File: src/rtl/inst_fetch_if.sv
// ============================================================================
// Module      : inst_fetch_if
// Description : Fetch-stage bus bundle: memory-controller IF port and the
//               decoder-facing output register.
// Revision    : 1.0 - initial release
// ============================================================================
`default_nettype none

interface inst_fetch_if;
    logic [31:0] if_to_mc_PC;
    logic        if_to_mc_ready;
    logic [31:0] mc_to_if_inst;
    logic        mc_to_if_ready;
    logic        dec_ready;
    logic        if_to_dec_valid;
    logic [31:0] if_to_dec_inst;
    logic [31:0] if_to_dec_pc;

    modport master (
        output if_to_mc_PC, if_to_mc_ready,
        input  mc_to_if_inst, mc_to_if_ready,
        input  dec_ready,
        output if_to_dec_valid, if_to_dec_inst, if_to_dec_pc
    );

    modport slave (
        input  if_to_mc_PC, if_to_mc_ready,
        output mc_to_if_inst, mc_to_if_ready,
        output dec_ready,
        input  if_to_dec_valid, if_to_dec_inst, if_to_dec_pc
    );
endinterface

`default_nettype wire

File: src/rtl/inst_fetch.sv
// ============================================================================
// Module      : inst_fetch
// Description : Instruction fetch stage with a direct-mapped one-word-line
//               instruction cache and a single-entry decoder output register.
// Revision    : 1.0 - initial release
// ============================================================================
`default_nettype none

module inst_fetch #(
    parameter int          ICACHE_IDX = 4,
    parameter logic [31:0] RESET_PC   = 32'h0000_0000
) (
    input  wire         clk_in,
    input  wire         rst_in,
    input  wire         rdy_in,
    input  wire         clr_in,
    input  wire  [31:0] jump_pc,
    inst_fetch_if.master bus
);

    localparam int c_DEPTH = 1 << ICACHE_IDX;
    localparam int c_TAG_W = 30 - ICACHE_IDX;

    typedef enum logic [0:0] {
        ST_RUN  = 1'b0,
        ST_MISS = 1'b1
    } state_t;

    state_t              r_state;
    logic [31:0]         r_pc;
    logic [31:0]         r_mc_pc;
    logic                r_dec_valid;
    logic [31:0]         r_dec_inst;
    logic [31:0]         r_dec_pc;
    logic [c_DEPTH-1:0]  r_valid;
    logic [c_TAG_W-1:0]  r_tag  [c_DEPTH];
    logic [31:0]         r_data [c_DEPTH];

    logic [ICACHE_IDX-1:0] w_idx;
    logic [c_TAG_W-1:0]    w_tag;
    logic                  w_hit;
    logic                  w_slot_free;
    logic                  w_fill;

    assign w_idx       = r_pc[ICACHE_IDX+1:2];
    assign w_tag       = r_pc[31:ICACHE_IDX+2];
    assign w_hit       = r_valid[w_idx] && (r_tag[w_idx] == w_tag);
    assign w_slot_free = !r_dec_valid || bus.dec_ready;
    // A returning word coinciding with a flush is dropped, never written.
    assign w_fill      = !rst_in && !clr_in && rdy_in &&
                         (r_state == ST_MISS) && bus.mc_to_if_ready;

    // Dropped in the pulse cycle so the controller's re-arbitration sees no request.
    assign bus.if_to_mc_ready  = (r_state == ST_MISS) && !bus.mc_to_if_ready;
    assign bus.if_to_mc_PC     = r_mc_pc;
    assign bus.if_to_dec_valid = r_dec_valid;
    assign bus.if_to_dec_inst  = r_dec_inst;
    assign bus.if_to_dec_pc    = r_dec_pc;

    always_ff @(posedge clk_in) begin
        if (w_fill) begin
            r_tag[w_idx]  <= w_tag;
            r_data[w_idx] <= bus.mc_to_if_inst;
        end
    end

    always_ff @(posedge clk_in) begin
        if (rst_in) begin
            r_state     <= ST_RUN;
            r_pc        <= RESET_PC;
            r_mc_pc     <= 32'h0;
            r_dec_valid <= 1'b0;
            r_dec_inst  <= 32'h0;
            r_dec_pc    <= 32'h0;
            r_valid     <= '0;
        end else if (clr_in) begin
            r_pc        <= jump_pc & 32'hFFFF_FFFC;
            r_state     <= ST_RUN;
            r_dec_valid <= 1'b0;
        end else if (rdy_in) begin
            case (r_state)
                ST_RUN: begin
                    if (w_hit) begin
                        if (w_slot_free) begin
                            r_dec_valid <= 1'b1;
                            r_dec_inst  <= r_data[w_idx];
                            r_dec_pc    <= r_pc;
                            r_pc        <= r_pc + 32'd4;
                        end
                    end else begin
                        r_state <= ST_MISS;
                        r_mc_pc <= r_pc;
                        if (bus.dec_ready) begin
                            r_dec_valid <= 1'b0;
                        end
                    end
                end
                ST_MISS: begin
                    if (bus.dec_ready) begin
                        r_dec_valid <= 1'b0;
                    end
                    if (bus.mc_to_if_ready) begin
                        r_valid[w_idx] <= 1'b1;
                        r_state        <= ST_RUN;
                    end
                end
            endcase
        end
    end

endmodule

`default_nettype wire

File: src/flat_wrapper.sv
// flat-port wrapper written by rule: the top's interface ports become plain ports
module inst_fetch_flat 
#(
    parameter int          ICACHE_IDX = 4,
    parameter logic [31:0] RESET_PC   = 32'h0000_0000
)
  (clk_in, rst_in, rdy_in, clr_in, jump_pc, bus_if_to_mc_PC, bus_if_to_mc_ready, bus_mc_to_if_inst, bus_mc_to_if_ready, bus_dec_ready, bus_if_to_dec_valid, bus_if_to_dec_inst, bus_if_to_dec_pc);
  inst_fetch_if bus_i ();
  input  wire clk_in;
  input  wire rst_in;
  input  wire rdy_in;
  input  wire clr_in;
  input  wire  [31:0] jump_pc;
  output wire logic [$bits(bus_i.if_to_mc_PC)-1:0] bus_if_to_mc_PC;
  output wire logic [$bits(bus_i.if_to_mc_ready)-1:0] bus_if_to_mc_ready;
  input wire logic [$bits(bus_i.mc_to_if_inst)-1:0] bus_mc_to_if_inst;
  input wire logic [$bits(bus_i.mc_to_if_ready)-1:0] bus_mc_to_if_ready;
  input wire logic [$bits(bus_i.dec_ready)-1:0] bus_dec_ready;
  output wire logic [$bits(bus_i.if_to_dec_valid)-1:0] bus_if_to_dec_valid;
  output wire logic [$bits(bus_i.if_to_dec_inst)-1:0] bus_if_to_dec_inst;
  output wire logic [$bits(bus_i.if_to_dec_pc)-1:0] bus_if_to_dec_pc;
  assign bus_if_to_mc_PC = bus_i.if_to_mc_PC;
  assign bus_if_to_mc_ready = bus_i.if_to_mc_ready;
  assign bus_i.mc_to_if_inst = bus_mc_to_if_inst;
  assign bus_i.mc_to_if_ready = bus_mc_to_if_ready;
  assign bus_i.dec_ready = bus_dec_ready;
  assign bus_if_to_dec_valid = bus_i.if_to_dec_valid;
  assign bus_if_to_dec_inst = bus_i.if_to_dec_inst;
  assign bus_if_to_dec_pc = bus_i.if_to_dec_pc;
  inst_fetch #(.ICACHE_IDX(ICACHE_IDX), .RESET_PC(RESET_PC)) u_core (.clk_in(clk_in), .rst_in(rst_in), .rdy_in(rdy_in), .clr_in(clr_in), .jump_pc(jump_pc), .bus(bus_i));
endmodule
File: config.mk
export PLATFORM = sky130hd
export DESIGN_NAME = inst_fetch_flat
export DESIGN_NICKNAME = d
export VERILOG_FILES = /design/src/rtl/inst_fetch_if.sv /design/src/rtl/inst_fetch.sv /design/src/flat_wrapper.sv
export SDC_FILE = /design/constraint.sdc
export NUM_CORES = 1
export LEC_CHECK = 0
export CAP_MARGIN = 25
export CELL_PAD_IN_SITES_DETAIL_PLACEMENT = 1
export CELL_PAD_IN_SITES_GLOBAL_PLACEMENT = 1
export CORE_ASPECT_RATIO = 0.75
export CORE_MARGIN = 4
export CORE_UTILIZATION = 53
export CTS_BUF_LIST = sky130_fd_sc_hd__clkbuf_16
export CTS_CLUSTER_SIZE = 30
export DETAILED_ROUTE_END_ITERATION = 6
export PLACE_DENSITY_LB_ADDON = 0.1
export SLEW_MARGIN = 25
export SYNTH_ARGS = -nofsm -noshare
export SYNTH_HDL_FRONTEND = slang
export SYNTH_SLANG_ARGS = --single-unit
File: constraint.sdc
create_clock -name clk_in -period 5.95 [get_ports clk_in]
set_input_delay 0.8925 -clock clk_in [delete_from_list [all_inputs] [get_ports clk_in]]
set_output_delay 0.8925 -clock clk_in [all_outputs]
set_load 0.02 [all_outputs]
==> results by group <==
Routing
  • Via density: around 6.3
  • Iter 0 DRT Violations: approximately 2500
  • DRT Pass-1 Iters: 5
  • Post-Route WL: 111000 µm
  • Total number of vias: 22600
  • Post-route ant nets: 0
  • DRC: 0
  • Avg WL per Cell: around 31 µm

Hold path
  • Hold Path Class: reg2reg

Power and ir drop
  • Pleak: ~0.016 µW
  • PD cells: approximately 320 nW/µm²
  • Worst vdd ir: 0.265 mV

Setup path
  • Critical path depth: 11
  • CP Buf/Inv Count: 2
  • Cell mode on critical path: mux2i_1
  • CP arrival: between 5000 and 6000 ps
  • R2R setup slack: 1100 ps
  • Worst Reg-to-Reg Cells: 11
  • CP max FO: slightly above 40
  • Crit path kind: reg2reg
  • Worst setup SP type: flop
  • Critical Path RT: between 6000 and 7000 ps
  • Critical Path Max Stage Delay: 920 ps
  • Worst reg2reg path endpoint: u_core.bus.if_to_dec_pc[17]$_SDFFE_PP0P_
  • Element type at the critical path end: flop
  • CP cell instances: buf_4 > mux4_2 > mux2i_1 > o22ai_1 > mux2i_1 > o2111ai_1 > nor4_4 > and4_1 > nand2_4 > buf_4 > mux2i_1
  • Worst path slowest cell: dfxtp_2
  • Delay-heaviest family, CP: multiplexers
  • CP endpoint: u_core.bus.if_to_dec_pc[17]$_SDFFE_PP0P_

Yosys
  • Synth area leader: edfxtp_1
  • Mapped Cells: 2252
  • Synth warn: 0
  • Syn Area/Cell: approximately 19 µm²
  • Post-synth top flop: edfxtp_1
  • Yosys reg bits: between 1000 and 1500
  • Cell variety after synth: slightly below 80
  • Largest cells by area after synthesis: edfxtp_1 (65%), mux4_2 (13%), dfxtp_1 (6.7%)
  • Post-Syn Area: about 43000 µm²
  • Top cell type's share of synthesized area: 0.652
  • Number of flops mapped to enable cells by yosys: 928
  • Post-synthesis sequential area ratio: 0.720
  • Asr flop ratio synth: 0

Floorplan
  • I/O Pins: about 170
  • Initial Utilization: 0.539
  • Die ar.: 85200 µm²
  • Site row count: 89
  • DIE WIDTH: around 340 µm
  • Die H: about 250 µm
  • Core ar.: around 80000 µm²

Global routing
  • Antenna violations before repair: 4
  • Largest net degree at the start of global routing: 139
  • GRT overflow: 0
  • Gr usage total: 0.263
  • Vias in the first global route: roughly 23000
  • First-pass GRT wire length: ~160000 µm

Clock network
  • PostCTS Resize Cnt: 0
  • Reg clk slew, reported paths: 70 ps
  • TritonCTS buffer count: ~100
  • Clk Latency, worst-skew pair: 670 ps
  • H-tree depth: 3
  • Max Root-Sink Buffers: 3
  • Sink Count: about 1100
  • CTS tree: yes
  • Hold_buf cts: 0
  • Clock root buffer: clkbuf_16
  • Setup bufs post-CTS: 0

Run status
  • Status: complete, no violations

Final layout
  • Nets: approximately 2500
  • Layout area overhead: 14.4%
  • Post-layout util: 0.616
  • Final std cells w/o fill: 3573
  • Design Area, Final: 48900 µm²
  • ANT cells: 0
  • Layout cells sized above 1: 0.204

STA
  • Final Skew: around 17 ps
  • RSZ-0062 raised after global routing: no
  • Rel. slew slack: 0.278
  • Max-slew violation count: 0
  • Final setup viols: 0
  • Tightest Pin Transition: around 1100 ps
  • Final period util: 0.815
  • Final WS setup: 1100 ps
  • Tmin final: roughly 4900 ps
  • Fmax: ~210 MHz
  • Setup TNS: 0 ps
  • Final hold vios: 0

Placed design
  • Placer congestion estimate: 0.772
  • Detailed placement HPWL: roughly 61000 µm
  • Dpl ws: roughly 1200 ps
  • Placed Area: 45600 µm²
  • Port buffer count: 161
  • Dpl cells: roughly 3400

Job
  • Maxcap violations: 0
registers in the layout, indices dropped and copies added, names as in the netlist, named ones only:
name and count:
u_core.r_pc 30, u_core.r_state 1, u_core.bus.if_to_dec_pc 30, u_core.bus.if_to_mc_PC 30, u_core.r_valid 16, u_core.bus.if_to_dec_inst 32
u_core.bus.if_to_dec_valid 1, u_core.r_data 512, u_core.r_tag 416
metal layers:
| metal | wire, µm | track usage | vias to the layer above |
|---|---|---|---|
| li1 | - | - | 9427 |
| met1 | 47500 | 0.392 | 12100 |
| met2 | 52300 | 0.411 | 892 |
| met3 | 8710 | 0.0566 | 152 |
| met4 | 2050 | 0.0543 | 6 |
| met5 | 33 | 0 | - |
tightest hold or removal path: stages (launching register included):
cell	delay [ps]
dfxtp_1	310
nand2b_1	60
mux2i_1	60
logic make-up (layout without fill, tap and decap cells):
kind of cell               count (synthesis)  after routing  synth area share
AOI/OAI and AO/OA                        136            136            0.0236
xor gates and xnor gates                  25             25           0.00513
adders and majority gates                  4              4           0.00117
buffers and inverters                    183            455            0.0235
DFF                                     1072           1072             0.720
muxes                                    418            418             0.173
other                                      1              4         0.0000878
and+or+nand+nor                          413            413            0.0536
how the worst min path moves through the flow:
stage                                                from                                         end  slack, ps  depth (start not counted)
2_1_floorplan             u_core.r_valid[10]$_SDFFE_PP0P_             u_core.r_valid[10]$_SDFFE_PP0P_        450                          2
3_3_place_gp   u_core.bus.if_to_dec_inst[12]$_SDFFE_PP0P_  u_core.bus.if_to_dec_inst[12]$_SDFFE_PP0P_        460                          2
3_5_place_dp     u_core.bus.if_to_dec_pc[13]$_SDFFE_PP0P_    u_core.bus.if_to_dec_pc[13]$_SDFFE_PP0P_        470                          2
4_1_cts          u_core.bus.if_to_dec_pc[13]$_SDFFE_PP0P_    u_core.bus.if_to_dec_pc[13]$_SDFFE_PP0P_        480                          2
5_1_grt        u_core.bus.if_to_dec_inst[24]$_SDFFE_PP0P_  u_core.bus.if_to_dec_inst[24]$_SDFFE_PP0P_        490                          2
6_report          u_core.bus.if_to_dec_pc[5]$_SDFFE_PP0P_     u_core.bus.if_to_dec_pc[5]$_SDFFE_PP0P_        480                          2
where the power goes:
| part | switching (µW) | internal (µW) | total (µW) |
|---|---|---|---|
| Combinational | 538 | 428 | 966 |
| Clock | 2770 | 3540 | 6310 |
| Sequential | 94.4 | 8200 | 8290 |
placed cells by master (no fill, tap or decap), drive strengths merged, types with 17 or more instances in the layout:
| cell | count |
|---|---|
| inv | 59 |
| nand2 | 52 |
| clkinv | 47 |
| o21ai | 18 |
| nand3 | 24 |
| or3 | 18 |
| mux2i | 154 |
| a311oi | 17 |
| buf | 75 |
| nor4 | 19 |
| clkdlybuf4s50 | 159 |
| dfxtp | 144 |
| nor2 | 88 |
| mux4 | 252 |
| nand2b | 134 |
| clkbuf | 103 |
| o22ai | 26 |
| edfxtp | 928 |
metrics by stage:
step	hold slack, ps	power, µW
after global routing	488	16100
final	477	15600
after detailed placement	468	9420
after floorplan	453	9060
after global placement	460	9380
after CTS	479	15700
Yosys cell counts, types with 9 or more instances:
| library cell | instances |
|---|---|
| nor3_1 | 12 |
| nor4_1 | 18 |
| or3_1 | 18 |
| mux4_1 | 11 |
| mux2_2 | 12 |
| xnor2_1 | 16 |
| and4_1 | 9 |
| buf_6 | 15 |
| edfxtp_1 | 928 |
| buf_2 | 22 |
| buf_1 | 19 |
| dfxtp_1 | 144 |
| clkbuf_1 | 61 |
| nand2b_1 | 134 |
| o21ai_0 | 18 |
| buf_4 | 23 |
| inv_1 | 31 |
| a22oi_1 | 14 |
| nor2_1 | 88 |
| mux2i_1 | 154 |
| xor2_1 | 9 |
| nand3_1 | 23 |
| mux4_2 | 241 |
| o22ai_1 | 26 |
| nand2_1 | 51 |
| a311oi_1 | 15 |
| nand4_1 | 14 |
cell type report:
cell class                      instances  area (µm²)
Sequential cell                      1072       30800
Timing Repair Buffer                  234        2330
Clock inverter                         86         657
Inverter                               32         120
Multi-Input combinational cell       1000       11100
Tap cell                             1046        1310
Fill cell                            6672       30400
Clock buffer                          103        2580
Note: power is estimated with default switching activity, not from simulation.
